**src/rtl/mipi_csi2_capture_ctrl.sv**
```systemverilog
// Capture sequencer between host control and the CSI-2 deserializer (img_clk domain).
// Aligns capture to a clean frame start, forwards N whole frames, and guards the session with a watchdog.
module mipi_csi2_capture_ctrl #(
  parameter int CNT_WIDTH = 16,
  parameter int TO_WIDTH  = 24
) (
  input  logic                 clk,
  input  logic                 reset,
  input  logic                 start,
  input  logic                 abort,
  input  logic [7:0]           num_frames,
  input  logic [TO_WIDTH-1:0]  timeout,
  input  logic                 fvi,
  input  logic                 lvi,
  input  logic                 dvi,
  output logic                 des_enable,
  output logic                 cap_fvo,
  output logic                 cap_lvo,
  output logic                 cap_dvo,
  output logic                 busy,
  output logic                 done,
  output logic                 timeout_err,
  output logic [7:0]           frame_cnt,
  output logic [CNT_WIDTH-1:0] lines_last,
  output logic [CNT_WIDTH-1:0] linelen_last
);

  typedef enum logic [2:0] {IDLE, SYNC, ARMED, CAPTURE, DRAIN} state_e;

  localparam logic [CNT_WIDTH-1:0] CNT_ONE = {{(CNT_WIDTH-1){1'b0}}, 1'b1};
  localparam logic [CNT_WIDTH-1:0] CNT_MAX = '1;
  localparam logic [TO_WIDTH-1:0]  TO_ONE  = {{(TO_WIDTH-1){1'b0}}, 1'b1};

  state_e                state_q, state_d;
  logic                  fvi_d_q, lvi_d_q;
  logic [7:0]            nframes_q, nframes_d;
  logic [TO_WIDTH-1:0]   tlimit_q, tlimit_d;
  logic [TO_WIDTH-1:0]   wd_q, wd_d;
  logic [CNT_WIDTH-1:0]  lines_q, lines_d;
  logic [CNT_WIDTH-1:0]  pix_q, pix_d;
  logic [CNT_WIDTH-1:0]  lines_last_q, lines_last_d;
  logic [CNT_WIDTH-1:0]  linelen_q, linelen_d;
  logic [7:0]            frame_cnt_q, frame_cnt_d;
  logic                  err_q, err_d;
  logic                  done_q, done_d;
  logic                  cap_f_q, cap_l_q, cap_d_q;
  logic                  wd_fire;

  logic fvi_rise, fvi_fall, fvi_edge, lvi_rise, lvi_fall;
  logic active, gate;
  logic [7:0] frame_cnt_inc;

  assign fvi_rise      = fvi & ~fvi_d_q;
  assign fvi_fall      = ~fvi & fvi_d_q;
  assign fvi_edge      = fvi ^ fvi_d_q;
  assign lvi_rise      = lvi & ~lvi_d_q;
  assign lvi_fall      = ~lvi & lvi_d_q;
  assign active        = (state_q == CAPTURE) || (state_q == DRAIN);
  assign gate          = active || ((state_q == ARMED) && fvi_rise);
  assign frame_cnt_inc = frame_cnt_q + 8'd1;
  assign done_d        = (state_q != IDLE) && (state_d == IDLE);

  always_comb begin
    state_d      = state_q;
    nframes_d    = nframes_q;
    tlimit_d     = tlimit_q;
    wd_d         = wd_q;
    lines_d      = lines_q;
    pix_d        = pix_q;
    lines_last_d = lines_last_q;
    linelen_d    = linelen_q;
    frame_cnt_d  = frame_cnt_q;
    err_d        = err_q;
    wd_fire      = 1'b0;

    if (state_q == IDLE) begin
      if (start) begin
        state_d     = SYNC;
        nframes_d   = num_frames;
        tlimit_d    = timeout;
        frame_cnt_d = 8'd0;
        err_d       = 1'b0;
        wd_d        = '0;
      end
    end else begin
      // Watchdog fires on the cycle the quiet-cycle count reaches the limit.
      if (tlimit_q != '0) begin
        wd_d    = fvi_edge ? '0 : wd_q + TO_ONE;
        wd_fire = (wd_d == tlimit_q);
      end else begin
        wd_d = '0;
      end

      if (active) begin
        if (lvi_rise) begin
          lines_d = (lines_q == CNT_MAX) ? lines_q : lines_q + CNT_ONE;
          pix_d   = dvi ? CNT_ONE : '0;
        end else if (dvi && (pix_q != CNT_MAX)) begin
          pix_d = pix_q + CNT_ONE;
        end
        if (lvi_fall) linelen_d = pix_d;
        if (fvi_fall) begin
          frame_cnt_d  = frame_cnt_inc;
          lines_last_d = lines_d;
        end
      end

      if ((state_q == ARMED) && fvi_rise) begin
        lines_d = '0;
        pix_d   = '0;
      end

      if (wd_fire) begin
        state_d = IDLE;
        err_d   = 1'b1;
      end else if (abort) begin
        state_d = active ? DRAIN : IDLE;
      end else begin
        case (state_q)
          SYNC:    if (!fvi) state_d = ARMED;
          ARMED:   if (fvi_rise) state_d = CAPTURE;
          CAPTURE: if (fvi_fall) state_d = ((nframes_q != 8'd0) && (frame_cnt_inc == nframes_q)) ? IDLE : ARMED;
          DRAIN:   if (fvi_fall) state_d = IDLE;
          default: state_d = IDLE;
        endcase
      end
    end
  end

  always_ff @(posedge clk or posedge reset) begin
    if (reset) begin
      state_q      <= IDLE;
      fvi_d_q      <= 1'b0;
      lvi_d_q      <= 1'b0;
      nframes_q    <= 8'd0;
      tlimit_q     <= '0;
      wd_q         <= '0;
      lines_q      <= '0;
      pix_q        <= '0;
      lines_last_q <= '0;
      linelen_q    <= '0;
      frame_cnt_q  <= 8'd0;
      err_q        <= 1'b0;
      done_q       <= 1'b0;
      cap_f_q      <= 1'b0;
      cap_l_q      <= 1'b0;
      cap_d_q      <= 1'b0;
    end else begin
      state_q      <= state_d;
      fvi_d_q      <= fvi;
      lvi_d_q      <= lvi;
      nframes_q    <= nframes_d;
      tlimit_q     <= tlimit_d;
      wd_q         <= wd_d;
      lines_q      <= lines_d;
      pix_q        <= pix_d;
      lines_last_q <= lines_last_d;
      linelen_q    <= linelen_d;
      frame_cnt_q  <= frame_cnt_d;
      err_q        <= err_d;
      done_q       <= done_d;
      cap_f_q      <= fvi & gate;
      cap_l_q      <= lvi & gate;
      cap_d_q      <= dvi & gate;
    end
  end

  assign busy         = (state_q != IDLE);
  assign des_enable   = (state_q != IDLE);
  assign done         = done_q;
  assign timeout_err  = err_q;
  assign frame_cnt    = frame_cnt_q;
  assign lines_last   = lines_last_q;
  assign linelen_last = linelen_q;
  assign cap_fvo      = cap_f_q;
  assign cap_lvo      = cap_l_q;
  assign cap_dvo      = cap_d_q;

endmodule

```
**config.mk**
```make
export PLATFORM = sky130hd
export DESIGN_NAME = mipi_csi2_capture_ctrl
export DESIGN_NICKNAME = d
export VERILOG_FILES = /design/src/rtl/mipi_csi2_capture_ctrl.sv
export SDC_FILE = /design/constraint.sdc
export NUM_CORES = 1
export LEC_CHECK = 0
export ABC_AREA = 0
export BUFFER_PORTS_ARGS = -buffer_cell sky130_fd_sc_hd__clkbuf_2
export CAP_MARGIN = 30
export CORE_MARGIN = 5
export CORE_UTILIZATION = 50
export CTS_CLUSTER_SIZE = 12
export DETAILED_ROUTE_END_ITERATION = 12
export PLACE_DENSITY = 0.74
export SLEW_MARGIN = 20
export SYNTH_ARGS = -nofsm -noshare
export SYNTH_HDL_FRONTEND = slang
export SYNTH_SLANG_ARGS = --single-unit
```
**constraint.sdc**
```tcl
create_clock -name clk -period 5.4 [get_ports clk]
set_input_delay 0 -clock clk [delete_from_list [all_inputs] [get_ports clk]]
set_output_delay 0 -clock clk [all_outputs]
set_load 0.005 [all_outputs]
```
==> results of run 1 <==
[worst min-delay path, delay by kind of cell]
family | cells | cell delay (ns)
buffers and inverters | 2 | 0.31
AO/OA/AOI/OAI | 1 | 0.07
AND/OR/NAND/NOR | 2 | 0.13
[cells in the final DEF, fill, tap and decap left out, drive strengths merged, types with 27 or more instances in the layout]
cell	instances
dfrtp	138
nand2	106
clkbuf	105
o21ai	91
nor2	73
a21oi	39
dlygate4sd3	37
mux2	33
nand3	31
xor2	27
[registers in the layout, indices dropped and copies added (netlist names), 3 cells and up]
signal        flops
state_q           3
nframes_q         8
wd_q             24
pix_q            16
frame_cnt         8
lines_last       16
tlimit_q         24
linelen_last     16
lines_q          16
[cell type report]
cell class | count | area, um2 | area share
sequential | 138 | 3450 | 0.364
clock inverter | 13 | 141 | 0.0149
timing repair buffer | 135 | 911 | 0.0959
tap | 216 | 270 | 0.0285
inverter | 19 | 76.3 | 0.00803
multi-input combinational | 676 | 4210 | 0.443
antenna | 1 | 2.50 | 0.000263
clock buffer | 18 | 439 | 0.0462
[path summary, 6_finish.rpt]
check	startpoint	end	slack (ns)	depth (start not counted)
min in group asynchronous	reset	tlimit_q[0]	0.28	3
setup reg to reg	wd_q[0]	state_q[0]	1.91	9
hold / removal	start	wd_q[17]	0.15	5
setup / recovery	wd_q[0]	state_q[0]	1.91	9
hold reg to reg	lines_last[8]	lines_last[8]	0.48	2
max in group asynchronous	reset	nframes_q[6]	3.94	4
[kinds of logic (layout without fill, tap and decap cells)]
kind of cell	count (synthesis)	after routing	share of synthesized area
adders and majority gates	6	6	0.00943
xor gates and xnor gates	51	51	0.0561
AOI/OAI and AO/OA	230	230	0.184
buffers and inverters	76	185	0.0385
other	0	1	0
DFF	138	138	0.434
muxes	42	42	0.0580
and+or+nand+nor	347	347	0.220
[metal layers]
metal / global-route usage / routed length [um] / vias up
li1: - / - / 3420
met2: 0.378 / 10100 / 239
met1: 0.302 / 8900 / 3413
met5: 0 / 0 / -
met4: 0.0778 / 465 / 0
met3: 0.0474 / 1020 / 37
[power breakdown]
group | internal (mW) | switching [mW]
sequential | 1.26 | 0.258
clock | 0.693 | 0.463
combinational | 0.470 | 0.541
[repair_timing]
action,4_1_cts,5_1_grt
resized for setup,0,0
buffers inserted,0,0
hold buffers,37,0
hold endpoints to repair,127,0
==> metrics.cfg, run 1 <==
[yosys]
synthArstFlopShare=1.00
synth_cell_types=73
synth_warnings=0
synth_area_per_cell_um2=8.94
syn-cell-area_um2=7960
synth_common_cells=138 x dfrtp_1, 106 x nand2_1, 87 x o21ai_0, 73 x nor2_1, 42 x clkbuf_1
synth.most_common_cell=dfrtp_1
syn-num-nets=935
synth-main-ff-cell=dfrtp_1
yosysTopAreaCell=dfrtp_1
ys_seq_elements=138
synthCells=890
yosysSeqAreaShare=0.434
synth-edff-count=0
ys_top_cells_by_area=dfrtp_1 43%, o21ai_0 5.5%, nand2_1 5.0%
netlist.area_leader.share=0.434

[layout]
fin_util=0.602
syn2layout_area_growth_pct=19.4
nFillCells=1373
instances_no_fill=1216
fin_nets=1032
design_area_um2=9500
drive_above_1_share=0.179

[sta]
whs_ns=0.149
skew_ns=0.0101
rsz0062_at_grt=no
setup_ws_ns=1.91
tightestPinTransition_ns=0.779
min_period_ns=3.49
slew_violations=0
hold_viol=0
fin_crit_sh=0.647
fmax_ghz=0.286
setup_tns_ns=0
final-setup-viol-count=0
slew_headroom=0.480

[global_route]
grt_pass1_wl_um=34200
grt_max_degree=89
grt_pass1_vias=6751
antenna_found_initial=1
grt.overflow.total=0
grt_usage=0.229

[placement]
pre_cts_ws_ns=1.87
dpl.cell_count=1144
dp_hpwl_um=13900
portBuffers=85
place_area_um2=8510
gp_congestion=0.930

[setup_path]
crit_slowest_cell=or4b_2
crit_type=reg2reg
slowest_delay_ns=0.68
crit_path_end_kind=register
cp_top_family=simple AND/OR/NAND/NOR gates
path_cells=ha_1 -> and4_1 -> or4b_2 -> mux2i_1 -> or4_1 -> and4bb_2 -> nand4_1 -> nor4_2 -> o21ai_1
crit_required_ns=5.69
worstPathArrival_ns=3.78
cp.buffers_inverters=0
path_max_fanout=10
worst_setup_path_start_kind=register

[cts]
cts-root-buf=clkbuf_16
clk_pin_slew_worst_paths_ns=0.06
cts_buffer_depth=2
worst_skew_pair.late_latency_ns=0.42
h-tree-depth=4
cts_made_buffers=17
clkSinkCount=138
cts_tree=built

[routing]
drc=0
via_count=7109
wirelength_um=20500
drt-pass1-iter-count=5
via_per_inst=5.85
drt-initial-drc-count=567
postRouteAntennaNets=0
wl_per_cell_um=16.8

[floorplanning]
core_area_um2=15800
fp.dieArea_um2=18500
rows=46
io_pins=86
die_h_um=136
die_w_um=136
start_util=0.505

[power_and_ir_drop]
p_leak_nw=3.98
irDropWorstVdd_mv=0.248
fin_total_pwr_mw=3.68
p_per_area_nw_per_um2=388

[run]
maxCapViolations=0

[hold_path]
hold_class=in2reg

[status]
status=complete, no violations

(Power assumes the default switching activity.)
==> run 2, diff against run 1 <==
==> constraint.sdc (replaced) <==
create_clock -name clk -period 3.7 [get_ports clk]
set_input_delay 0 -clock clk [delete_from_list [all_inputs] [get_ports clk]]
set_output_delay 0 -clock clk [all_outputs]
set_load 0.005 [all_outputs]
==> run 2 against run 1 <==
Effect of this change: utilization is 0.52 points higher; highest routed layer unchanged; via count grew 0.94%; largest power group unchanged; clock skew about the same; power rose by 48%; worst hold slack got worse by 0.025 ns; flip-flop and latch count did not move; register-to-register slack lost 1.5 ns; combinational power increased by 48%; maximum frequency up 7.6%; wire length increased by 2.0%; largest cell class unchanged; sequential power is 47% higher; clock-buffer cell count unchanged.
==> metrics.cfg, run 2 (synthesis results as in run 1) <==
[status]
status=complete, no violations

[cts]
cts_buffer_depth=2  ; unchanged
worst_skew_pair.late_latency_ns=0.43  ; about the same
clkSinkCount=138  ; unchanged
cts_made_buffers=17  ; unchanged
cts-root-buf=clkbuf_16
cts_tree=built
clk_pin_slew_worst_paths_ns=0.06  ; about the same
h-tree-depth=4  ; unchanged

[layout]
layout.cells.most_common=dfrtp_1
nFillCells=1351  ; -1.6%
top_regs=tlimit_q: 24 flops, wd_q: 24 flops
layout_common_cells=138 x dfrtp_1, 105 x nand2_1, 87 x o21ai_0
fin_nets=1040  ; +0.78%
syn2layout_area_growth_pct=20.4
design_area_um2=9580  ; +0.86%
drive_above_1_share=0.187  ; +0.00733
diodes=0  ; -1

[sta]
tightestPinTransition_ns=0.767  ; -0.0124 ns
slew_violations=0  ; unchanged
min_period_ns=3.25  ; -0.248 ns
final-setup-viol-count=0  ; unchanged
setup_tns_ns=0  ; unchanged
fin_crit_sh=0.877  ; +0.230
setup_ws_ns=0.454  ; -1.45 ns
slew_headroom=0.489  ; +0.00825
rsz0062_at_grt=no
fmax_ghz=0.308  ; +7.6%
skew_ns=0.0102  ; +0.0000814 ns
hold_viol=0  ; unchanged

[setup_path]
r2r_slack_ns=0.45  ; -1.45 ns
r2r_cells=8  ; -1
worst_setup_path_start_kind=register
crit_path_end_kind=register
worstPathArrival_ns=3.55  ; -0.23 ns
rr_endpoint=state_q[0]
r2r-start=wd_q[3]
crit_required_ns=4.00  ; -1.69 ns
path_max_fanout=16  ; +6
crit_type=reg2reg

[floorplanning]
rows=46  ; unchanged
die_h_um=136  ; unchanged
die_w_um=136  ; unchanged
start_util=0.505  ; unchanged
fp.dieArea_um2=18500  ; unchanged
core_area_um2=15800  ; unchanged
io_pins=86  ; unchanged

[hold_path]
hold_start=start
hold_class=in2reg
hold_end=wd_q[17]
hold_path_depth=5  ; unchanged

[routing]
drt-pass1-iter-count=5  ; unchanged
wirelength_um=20900  ; +2.0%
wl_per_cell_um=17.1  ; +1.3%
drt-initial-drc-count=548  ; -3.4%
via_per_inst=5.86  ; +0.28%
postRouteAntennaNets=0  ; unchanged
via_count=7176  ; +0.94%
drc=0  ; unchanged

[power_and_ir_drop]
p_leak_nw=4.04  ; +1.3%
fin_total_pwr_mw=5.45  ; +48%
p_per_area_nw_per_um2=569  ; +47%
irDropWorstVdd_mv=0.502  ; +100%

[placement]
place_area_um2=8570  ; +0.79%
portBuffers=85  ; unchanged
pre_cts_ws_ns=0.461  ; -1.41 ns
gp_congestion=0.965  ; +3.7%
dp_hpwl_um=14500  ; +4.5%

[global_route]
grt_pass1_vias=6790  ; +0.58%
grt_pass1_wl_um=34200  ; unchanged
grt_max_degree=87  ; -2.2%
antenna_found_initial=0  ; -1
grt_usage=0.232  ; +0.00324
grt.overflow.total=0  ; unchanged

[run]
maxCapViolations=0  ; unchanged

run 2: worst max-delay path by stage:
| stage | startpoint | cells after the start | end | slack, ns |
|---|---|---|---|---|
| floorplan | reset | 1 | cap_dvo | 0.004 |
| global placement | wd_q[0] | 9 | state_q[0] | 0.54 |
| detailed placement | wd_q[0] | 9 | state_q[0] | 0.46 |
| CTS | wd_q[3] | 8 | state_q[0] | 0.45 |
| global route | wd_q[0] | 9 | state_q[0] | 0.31 |
| finish | wd_q[3] | 8 | state_q[0] | 0.45 |
run 2: where the power goes:
part	switching (mW)	internal, mW
registers	0.386	1.83
logic	0.794	0.695
clock network	0.718	1.03
total	1.90	3.55
run 2: layout make-up:
class                           count  area, um2  share of cell area
Clock buffer                       18        439              0.0458
Clock inverter                     14        163              0.0170
Inverter                           19       76.3             0.00797
Multi-Input combinational cell    676       4210               0.439
Sequential cell                   138       3450               0.360
Tap cell                          216        270              0.0282
Timing Repair Buffer              143        973               0.102
run 2: routing by layer:
| layer | vias to the layer above | GRT usage | wire length [um] |
|---|---|---|---|
| li1 | 3443 | - | - |
| met1 | 3445 | 0.298 | 8870 |
| met2 | 238 | 0.386 | 10300 |
| met3 | 50 | 0.0522 | 1060 |
| met4 | 0 | 0.0862 | 642 |
| met5 | - | 0 | 0 |
run 2: critical path, cell delays in order, from the launching register on:
cell      delay, ns
dfrtp_1        0.55
nand4_4        0.27
or4b_2         0.76
mux2i_1        0.17
or4_1          0.53
and4bb_2       0.29
nand4_1        0.11
nor4_2         0.31
o21ai_1        0.12
run 2: timing repair:
action	in CTS	in global routing
hold endpoints to repair	123	0
setup buffers	0	0
hold buffers	37	0
resized for setup	0	0
run 2: per-stage QoR:
| stage | std cells | util | hold slack [ns] |
|---|---|---|---|
| after CTS | 1222 | 0.605 | 0.125 |
| final | 1224 | 0.608 | 0.124 |
| after detailed placement | 1153 | 0.544 | 0.170 |
| after floorplan | 890 | - | 0.0314 |
| after global placement | 1152 | 0.543 | 0.164 |
| after global routing | 1224 | 0.608 | 0.198 |
==> run 3, diff against run 2 <==
--- a/config.mk
+++ b/config.mk
@@ -13,6 +13,8 @@
 export CTS_CLUSTER_SIZE = 12
 export DETAILED_ROUTE_END_ITERATION = 12
 export PLACE_DENSITY = 0.74
+export RECOVER_POWER = 25
+export SKIP_CTS_REPAIR_TIMING = 1
 export SLEW_MARGIN = 20
 export SYNTH_ARGS = -nofsm -noshare
 export SYNTH_HDL_FRONTEND = slang
==> run 3 against run 2 <==
Effect of this change: the flow now finishes with violations (capacitance limit, slew limit); power shrank 0.12%; final cell count is the same; utilization shrank 0.063 points; critical path type unchanged; critical endpoint unchanged; largest cell class unchanged; largest power group unchanged.
==> metrics.cfg, run 3 (synthesis results as in run 1) <==
[setup_path]
worst_setup_path_start_kind=register
path_max_fanout=16  ; unchanged
crit_path_end_kind=register
crit_required_ns=4.00  ; about the same
crit_type=reg2reg
worstPathArrival_ns=3.53  ; -0.02 ns

[cts]
h-tree-depth=4  ; unchanged
clkSinkCount=138  ; unchanged
cts_made_buffers=17  ; unchanged
cts_buffer_depth=2  ; unchanged
cts_tree=built
worst_skew_pair.late_latency_ns=0.43  ; about the same
cts-root-buf=clkbuf_16
clk_pin_slew_worst_paths_ns=0.06  ; about the same

[power_and_ir_drop]
irDropWorstVdd_mv=0.501  ; -0.11%
p_leak_nw=4.01  ; -0.66%
fin_total_pwr_mw=5.45  ; -0.12%
p_per_area_nw_per_um2=569  ; about the same

[placement]
dp_hpwl_um=14500  ; unchanged
portBuffers=85  ; unchanged
gp_congestion=0.965  ; unchanged

[layout]
layout.cells.most_common=dfrtp_1
layout_common_cells=138 x dfrtp_1, 105 x nand2_1, 87 x o21ai_0
fin_nets=1040  ; unchanged
syn2layout_area_growth_pct=20.3
top_regs=tlimit_q: 24 flops, wd_q: 24 flops
drive_above_1_share=0.180  ; -0.00694
diodes=0  ; unchanged

[routing]
wl_per_cell_um=17.1  ; +0.10%
wirelength_um=20900  ; +0.10%
via_per_inst=5.85  ; -0.14%
top_layer=met4
wl_met2_um=10300  ; +0.19%
dr_wl_met3_um=1030  ; -2.2%
drt-pass1-iter-count=9  ; +4
wl_met1_um=8820  ; -0.56%
drc=0  ; unchanged
postRouteAntennaNets=0  ; unchanged
drt-initial-drc-count=517  ; -5.7%
via_count=7166  ; -0.14%

[sta]
tightestPinTransition_ns=1.80  ; +1.03 ns
rsz0062_at_grt=no
final-setup-viol-count=0  ; unchanged
skew_ns=0.00965  ; -0.000501 ns
min_period_ns=3.23  ; -0.0129 ns
fmax_ghz=0.309  ; +0.40%
slew_headroom=-0.200  ; -0.689
setup_tns_ns=0  ; unchanged
hold_viol=0  ; unchanged
fin_crit_sh=0.874  ; -0.00348
slew_violations=87  ; +87

[global_route]
grt_usage=0.228  ; -0.00448
antenna_found_initial=0  ; unchanged
grt_max_degree=87  ; unchanged
grt_pass1_vias=6667  ; -1.8%
grt.overflow.total=0  ; unchanged
grt_pass1_wl_um=33500  ; -2.1%

[floorplanning]
core_area_um2=15800  ; unchanged
rows=46  ; unchanged
fp.dieArea_um2=18500  ; unchanged
die_w_um=136  ; unchanged
start_util=0.505  ; unchanged
die_h_um=136  ; unchanged
io_pins=86  ; unchanged

[run]
maxCapViolations=1  ; +1

[status]
status=finished, violations left
violations=capacitance limit, slew limit

[hold_path]
hold_class=in2reg

run 3: cell count changes in the layout (fill, tap and decap cells not counted), sizes merged:
cell | before | now
clkinvlp | 2 | 3
inv | 23 | 22
run 3: report_power, final:
part           leakage, nW  internal (mW)  switching (mW)
sequential            1.81           1.83           0.386
clock                0.292           1.03           0.713
combinational         1.91          0.691           0.796
run 3: cell type report:
type,instances,area (um2)
Fill cell,1357,6200
Multi-Input combinational cell,676,4210
Sequential cell,138,3450
Timing Repair Buffer,143,965
Clock buffer,18,439
Tap cell,216,270
Clock inverter,14,163
Inverter,19,75.1
run 3: per-stage QoR:
step	cell area (um2)	instances	setup WS, ns	hold slack (ns)	util
after global placement	8570	1152	0.542	0.164	0.543
after global routing	9570	1224	0.313	0.198	0.607
after detailed placement	8570	1153	0.461	0.170	0.544
final	9570	1224	0.466	0.128	0.607
after CTS	9180	1185	0.455	-0.271	0.582
after floorplan	7960	890	0.00384	0.0314	-
run 3: routing by layer:
layer	up-vias	track usage
met4	0	0.0896
met2	248	0.375
li1	3431	-
met3	64	0.0518
met1	3423	0.293
met5	-	0
run 3: worst paths after layout:
kind	from	cells past startpoint	slack, ns	end
hold / removal	start	5	0.13	wd_q[17]
hold reg to reg	lines_last[8]	2	0.48	lines_last[8]
min in group asynchronous	reset	3	0.62	tlimit_q[4]
setup / recovery	wd_q[3]	8	0.47	state_q[0]
max in group asynchronous	reset	4	1.95	wd_q[20]
setup reg to reg	wd_q[3]	8	0.47	state_q[0]
run 3: critical path, cell delays in order (launching register included):
cell and delay [ns]:
dfrtp_1 0.55, nand4_4 0.27, or4b_2 0.75, mux2i_1 0.17, or4_1 0.53, and4bb_2 0.29
nand4_1 0.11, nor4_2 0.31, o21ai_1 0.12
